<file path="config.mk">
export PLATFORM = sky130hd
export DESIGN_NAME = region_scan_controller
export DESIGN_NICKNAME = d
export VERILOG_FILES = /design/src/rtl/region_scan_controller.sv
export SDC_FILE = /design/constraint.sdc
export NUM_CORES = 1
export LEC_CHECK = 0
export ABC_AREA = 1
export BUFFER_PORTS_ARGS = -buffer_cell sky130_fd_sc_hd__buf_2
export CORE_ASPECT_RATIO = 0.9
export CORE_MARGIN = 5
export CORE_UTILIZATION = 40
export CTS_CLUSTER_DIAMETER = 150
export DETAILED_ROUTE_END_ITERATION = 16
export PLACE_DENSITY = 0.6
export SLEW_MARGIN = 10
export SYNTH_ARGS = -nofsm -noshare
export SYNTH_HDL_FRONTEND = slang
export SYNTH_SLANG_ARGS = --single-unit
</file>
<file path="constraint.sdc">
create_clock -name clk -period 1.9 [get_ports clk]
set_input_delay 0.285 -clock clk [delete_from_list [all_inputs] [get_ports clk]]
set_output_delay 0.285 -clock clk [all_outputs]
set_load 0.02 [all_outputs]
</file>
<file path="src/rtl/region_scan_controller.sv">
// Region scan controller: sweeps the shared colour tracker across the four
// screen regions, builds a per-sweep hit mask and debounces it into gestures.
module region_scan_controller #(
  parameter int unsigned FRAMES_PER_REGION = 1,
  parameter int unsigned STABLE_SWEEPS     = 3
) (
  input  logic       clk,
  input  logic       reset,
  input  logic       enable,
  input  logic       frame_start,
  input  logic       frame_end,
  input  logic       regiao_detectada,
  output logic [1:0] region,
  output logic [3:0] hit_mask,
  output logic       gesture_valid,
  output logic [1:0] gesture_region,
  output logic       ambiguous,
  output logic [1:0] state
);
  localparam int unsigned DW = (FRAMES_PER_REGION > 1) ? $clog2(FRAMES_PER_REGION) : 1;
  localparam int unsigned SW = $clog2(STABLE_SWEEPS + 1);
  localparam logic [DW-1:0] DWELL_LAST = DW'(FRAMES_PER_REGION - 1);
  localparam logic [SW-1:0] STABLE_MAX = SW'(STABLE_SWEEPS);

  localparam logic [1:0] IDLE   = 2'd0;
  localparam logic [1:0] SCAN   = 2'd1;
  localparam logic [1:0] DECIDE = 2'd2;
  localparam logic [1:0] LOCKED = 2'd3;

  logic [1:0]    state_q, state_d;
  logic [1:0]    region_q, region_d;
  logic [DW-1:0] dwell_q, dwell_d;
  logic [SW-1:0] stable_q, stable_d;
  logic [1:0]    cand_q, cand_d;
  logic          latch_q, latch_d;
  logic [3:0]    sweep_q, sweep_d;
  logic [3:0]    hit_mask_q, hit_mask_d;
  logic          gv_q, gv_d;
  logic [1:0]    gr_q, gr_d;
  logic          amb_q, amb_d;

  logic          hit;
  logic [3:0]    step_mask;
  logic          mask_onehot;
  logic [1:0]    mask_idx;
  logic [SW-1:0] stable_inc;
  logic [SW-1:0] stable_new;

  // Current frame's hit uses the latch before any same-cycle frame_start clear.
  assign hit         = latch_q | regiao_detectada;
  assign step_mask   = sweep_q | (4'(hit) << region_q);
  assign mask_onehot = (step_mask != '0) && ((step_mask & (step_mask - 4'd1)) == '0);
  assign stable_inc  = (stable_q >= STABLE_MAX) ? STABLE_MAX : stable_q + SW'(1);
  assign stable_new  = (mask_idx == cand_q) ? stable_inc : SW'(1);

  always_comb begin
    mask_idx = 2'd0;
    for (int unsigned i = 0; i < 4; i++) begin
      if (step_mask[i]) mask_idx = 2'(i);
    end
  end

  always_comb begin
    state_d    = state_q;
    region_d   = region_q;
    dwell_d    = dwell_q;
    stable_d   = stable_q;
    cand_d     = cand_q;
    latch_d    = latch_q;
    sweep_d    = sweep_q;
    hit_mask_d = hit_mask_q;
    gv_d       = 1'b0;
    gr_d       = gr_q;
    amb_d      = 1'b0;

    if (!enable) begin
      state_d  = IDLE;
      region_d = '0;
      dwell_d  = '0;
      stable_d = '0;
      cand_d   = '0;
      latch_d  = 1'b0;
      sweep_d  = '0;
    end else begin
      if (frame_start)           latch_d = 1'b0;
      else if (regiao_detectada) latch_d = 1'b1;

      case (state_q)
        IDLE: begin
          if (frame_start) state_d = SCAN;
        end
        SCAN, LOCKED: begin
          if (frame_end) begin
            // Every frame of a dwell contributes, so a hit early in the dwell is kept.
            sweep_d = step_mask;
            if (dwell_q < DWELL_LAST) begin
              dwell_d = dwell_q + DW'(1);
            end else begin
              dwell_d  = '0;
              region_d = region_q + 2'd1;
              if (region_q == 2'd3) begin
                sweep_d    = '0;
                hit_mask_d = step_mask;
                if (state_q == LOCKED) begin
                  state_d = (step_mask == '0) ? SCAN : LOCKED;
                end else begin
                  // Decision is registered on entry so the pulses coincide with DECIDE.
                  state_d = DECIDE;
                  if (step_mask == '0) begin
                    stable_d = '0;
                  end else if (!mask_onehot) begin
                    amb_d    = 1'b1;
                    stable_d = '0;
                  end else begin
                    cand_d = mask_idx;
                    if (stable_new == STABLE_MAX) begin
                      gv_d     = 1'b1;
                      gr_d     = mask_idx;
                      stable_d = '0;
                    end else begin
                      stable_d = stable_new;
                    end
                  end
                end
              end
            end
          end
        end
        DECIDE: begin
          state_d = gv_q ? LOCKED : SCAN;
        end
        default: state_d = IDLE;
      endcase
    end
  end

  always_ff @(posedge clk) begin
    if (reset) begin
      state_q    <= IDLE;
      region_q   <= '0;
      dwell_q    <= '0;
      stable_q   <= '0;
      cand_q     <= '0;
      latch_q    <= 1'b0;
      sweep_q    <= '0;
      hit_mask_q <= '0;
      gv_q       <= 1'b0;
      gr_q       <= '0;
      amb_q      <= 1'b0;
    end else begin
      state_q    <= state_d;
      region_q   <= region_d;
      dwell_q    <= dwell_d;
      stable_q   <= stable_d;
      cand_q     <= cand_d;
      latch_q    <= latch_d;
      sweep_q    <= sweep_d;
      hit_mask_q <= hit_mask_d;
      gv_q       <= gv_d;
      gr_q       <= gr_d;
      amb_q      <= amb_d;
    end
  end

  assign region         = region_q;
  assign hit_mask       = hit_mask_q;
  assign gesture_valid  = gv_q;
  assign gesture_region = gr_q;
  assign ambiguous      = amb_q;
  assign state          = state_q;
endmodule
</file>
==> reports/results.txt <==
The run finished with clean final reports. By area the synthesized netlist is led by dfxtp_1, nand2_1, inv_1. The tools report the number of distinct library cell variants in the gate-level netlist after synthesis as 20. Walking the worst path, the cells encountered are inv_2, nand3_1, nand2_2, nor2_2, nand2_1, nand2_4, inv_2, nor2_4, nand2_2, nor2_2, nor2_1, nor2_1.

The static leakage power is 0.000535 uW. In this run the worst path has a maximum fanout of 5. After detailed routing, the number of remaining DRC violations is 0. For this run, the top clock speed supported by timing is 626 MHz.

The total number of placement rows is 17, and the wire length of the first global-routing pass is 3.80 mm. The data required time of the worst path came out at 2.16 ns. The number of design-rule violations left by the first detailed-router iteration was 53; the data arrival time of the critical path was 1.86 ns. For the starting density of the core, the log shows 0.417.

TritonCTS built the clock tree. The run gives 0 as the number of antenna violations at the first check in global routing. The die extent in x came out at 63.5 um. The number of port buffers was 17. Setup repair after global routing left no endpoint under its margin.

Yosys mapped a number of flops with a built-in enable equal to 0. For the final-report setup violation count, the log shows 0. For flop-to-flop paths, the worst setup slack is 0.30 ns. Max-cap violations in this run came to 0. Final critical-path required period: 1.60 ns. The total overflow left after global routing is 0. The clock passes through at most 2 buffers.

The first TritonRoute pass finished after 4 iterations. The startpoint identified for the worst hold timing path is frame_start. In this design, the stage delay of the slowest critical-path cell is 0.45 ns.

The endpoint with the worst hold slack is latch_q. Async set-or-reset flop fraction in the synthesized netlist: 0. In the synthesized netlist, the cells that appear most often are dfxtp_1, nand2_1, inv_1. Measured in cells, the most critical reg-to-reg path has a length of 12. In this run the critical register-to-register path is captured at gesture_region[0]. Summing every instance area after synthesis gives 1030 sq um. STA classifies the critical path endpoint as a register.

The logs give 2470 sq um for the area of the core and 0 for the count of antenna-violating nets left after detailed routing. The logs give 0 for the final-report max-slew violation count and 0.00849 ns for the post-route clock skew. Routed wire length: 2.06 mm.

Using the TritonRoute via totals, the vias-per-cell ratio works out to 4.73. The tools report the global router's overall resource usage as 0.130. The run gives 0 as the final-report hold violation count.

The chip height works out to 58.1 um. The clock latency at the later pin of the worst-skew pair is 0.31 ns. The total of warnings raised by yosys was 0. The die covers 3690 sq um.

The placed wire-length estimate came out at 1.66 mm. The critical path starts at region[0]. Clock tree synthesis selected as its root buffer the cell clkbuf_4.

The logs give 1 for the level count of the clock H-tree and 453 uV for the worst voltage drop across the vdd grid. Buffers inserted during clock tree synthesis total 3. After the last flow step, the layout net total stands at 167. In this run the worst hold path is classified as in2reg. The post-synthesis sequential element count came out at 21. The worst hold path passes through 2 cells. CTS saw 21 sinks.

The sequential-to-total area share from yosys stat is 0.408, and the clock transition at the registers of the reported paths is 0.12 ns. The repair_antennas step left the layout with diodes totalling 0. The slowest stage of the critical path belongs to the cell dfxtp_1. In this run the critical register-to-register path is launched from region[0].

In this run the count of I/O pins placed on the die edge is 18. The area growth from synthesis to layout is 14.9%. The slew at the pin with the worst max-slew slack is 0.385 ns, and the via count of the first global-routing pass is 834. The number of hold-repair buffers added at the cts stage was 0.

The most instantiated flip-flop cell in the synthesis netlist was dfxtp_1. Routed length per instance: 11.0 um. The filler cells instantiated in the layout total 259. In this run the power density over the cells is 605 nW/um^2. The area share of the largest cell type after synthesis works out to 0.408. The tools report the sort of element at the start of the critical path as a register.

The tightest slew margin relative to the limit is 0.743. By instance count, the leading cell after synthesis is dfxtp_1. The mean post-synth cell area was 7.52 sq um; the core occupancy in the finished layout was 0.480. The setup path with the least slack is of type reg2reg. Synthesized netlist net count: 144.

The largest area contributor in the synthesized netlist was dfxtp_1. The share of layout cells above drive strength 1 works out to 0.296. Once the clock tree was built, the setup fixing pass inserted 0 buffers. Final cycle utilization of the critical path: 0.840. In this run, post-CTS repair resized a total of 0 instances. Setup total negative slack on the finished layout was measured at 0 ns.

The count of vias placed by the detailed router was 884; the maximum number of pins on one net before global-route repair was 12. For the instance count of the mapped netlist, the log shows 137. Final estimated routing congestion in global placement: 0.823.
-- sequential cells by signal, indices dropped and copies added, names as in the netlist --
signal          count
hit_mask            4
sweep_q             4
cand_q              2
gesture_region      2
region              2
stable_q            2
state               2
ambiguous           1
gesture_valid       1
latch_q             1
-- through the flow --
step | std cells | hold slack [ns] | total power (uW) | instance area, sq um | worst slack, ns
4_1_cts | 187 | 0.127 | 728 | 1180 | 0.296
3_3_place_gp | 183 | 0.463 | 506 | 1160 | 0.320
5_1_grt | 187 | 0.117 | 761 | 1180 | 0.135
3_5_place_dp | 183 | 0.465 | 506 | 1160 | 0.302
2_1_floorplan | 137 | 0.357 | 488 | 1030 | 0.348
6_report | 187 | 0.133 | 716 | 1180 | 0.304
-- worst max path at each step --
stage                   endpoint  slack, ns
2_1_floorplan  gesture_region[0]       0.35
3_3_place_gp   gesture_region[1]       0.32
3_5_place_dp   gesture_region[0]       0.30
4_1_cts        gesture_region[0]       0.30
5_1_grt        gesture_region[0]       0.13
6_report       gesture_region[0]       0.30
-- cells in the final DEF, fill, tap and decap left out, types with 3 or more instances in the layout --
cell type   n
dfxtp_1    21
nand2_1    20
inv_1      19
buf_2      17
o21ai_0    12
nor2_1     10
a21oi_1     9
inv_2       8
nand3_1     8
nand2_4     5
nand2_2     5
nor3_1      5
nor2_2      3
clkbuf_4    3
-- cells by family (layout without fill, tap and decap cells) --
group,after synthesis,in the layout,share of synthesized area
AND/OR/NAND/NOR,64,64,0.357
adder cells (fa/ha/maj),1,1,0.0121
flip-flops,21,21,0.408
buffers and inverters,27,49,0.0984
AO/OA/AOI/OAI,24,24,0.124
-- power breakdown --
group	switching, uW	internal [uW]
clock	138	82.0
sequential	2.44	443
combinational	33.7	17.0
total	174	542
-- critical path: cells and delay by family (launching register included) --
kind / cells / cell delay (ns)
and+or+nand+nor: 10 / 0.99
DFF: 1 / 0.45
buffers and inverters: 2 / 0.12
-- area by class of cell --
class | instances | area [sq um] | area share
multi-input cells | 89 | 508 | 0.429
inverters | 27 | 101 | 0.0856
repair buffers | 18 | 92.6 | 0.0782
flip-flops and latches | 21 | 420 | 0.355
well taps | 28 | 35.0 | 0.0296
clock buffers | 4 | 26.3 | 0.0222
-- per-layer routing --
metal	vias up	GRT usage	part of all wire
met5	-	0	0
met4	0	0.0356	0.00097
met3	2	0.0581	0.069
met2	21	0.190	0.43
met1	377	0.173	0.49
li1	484	-	-
Power figures use the tool's default switching activity.
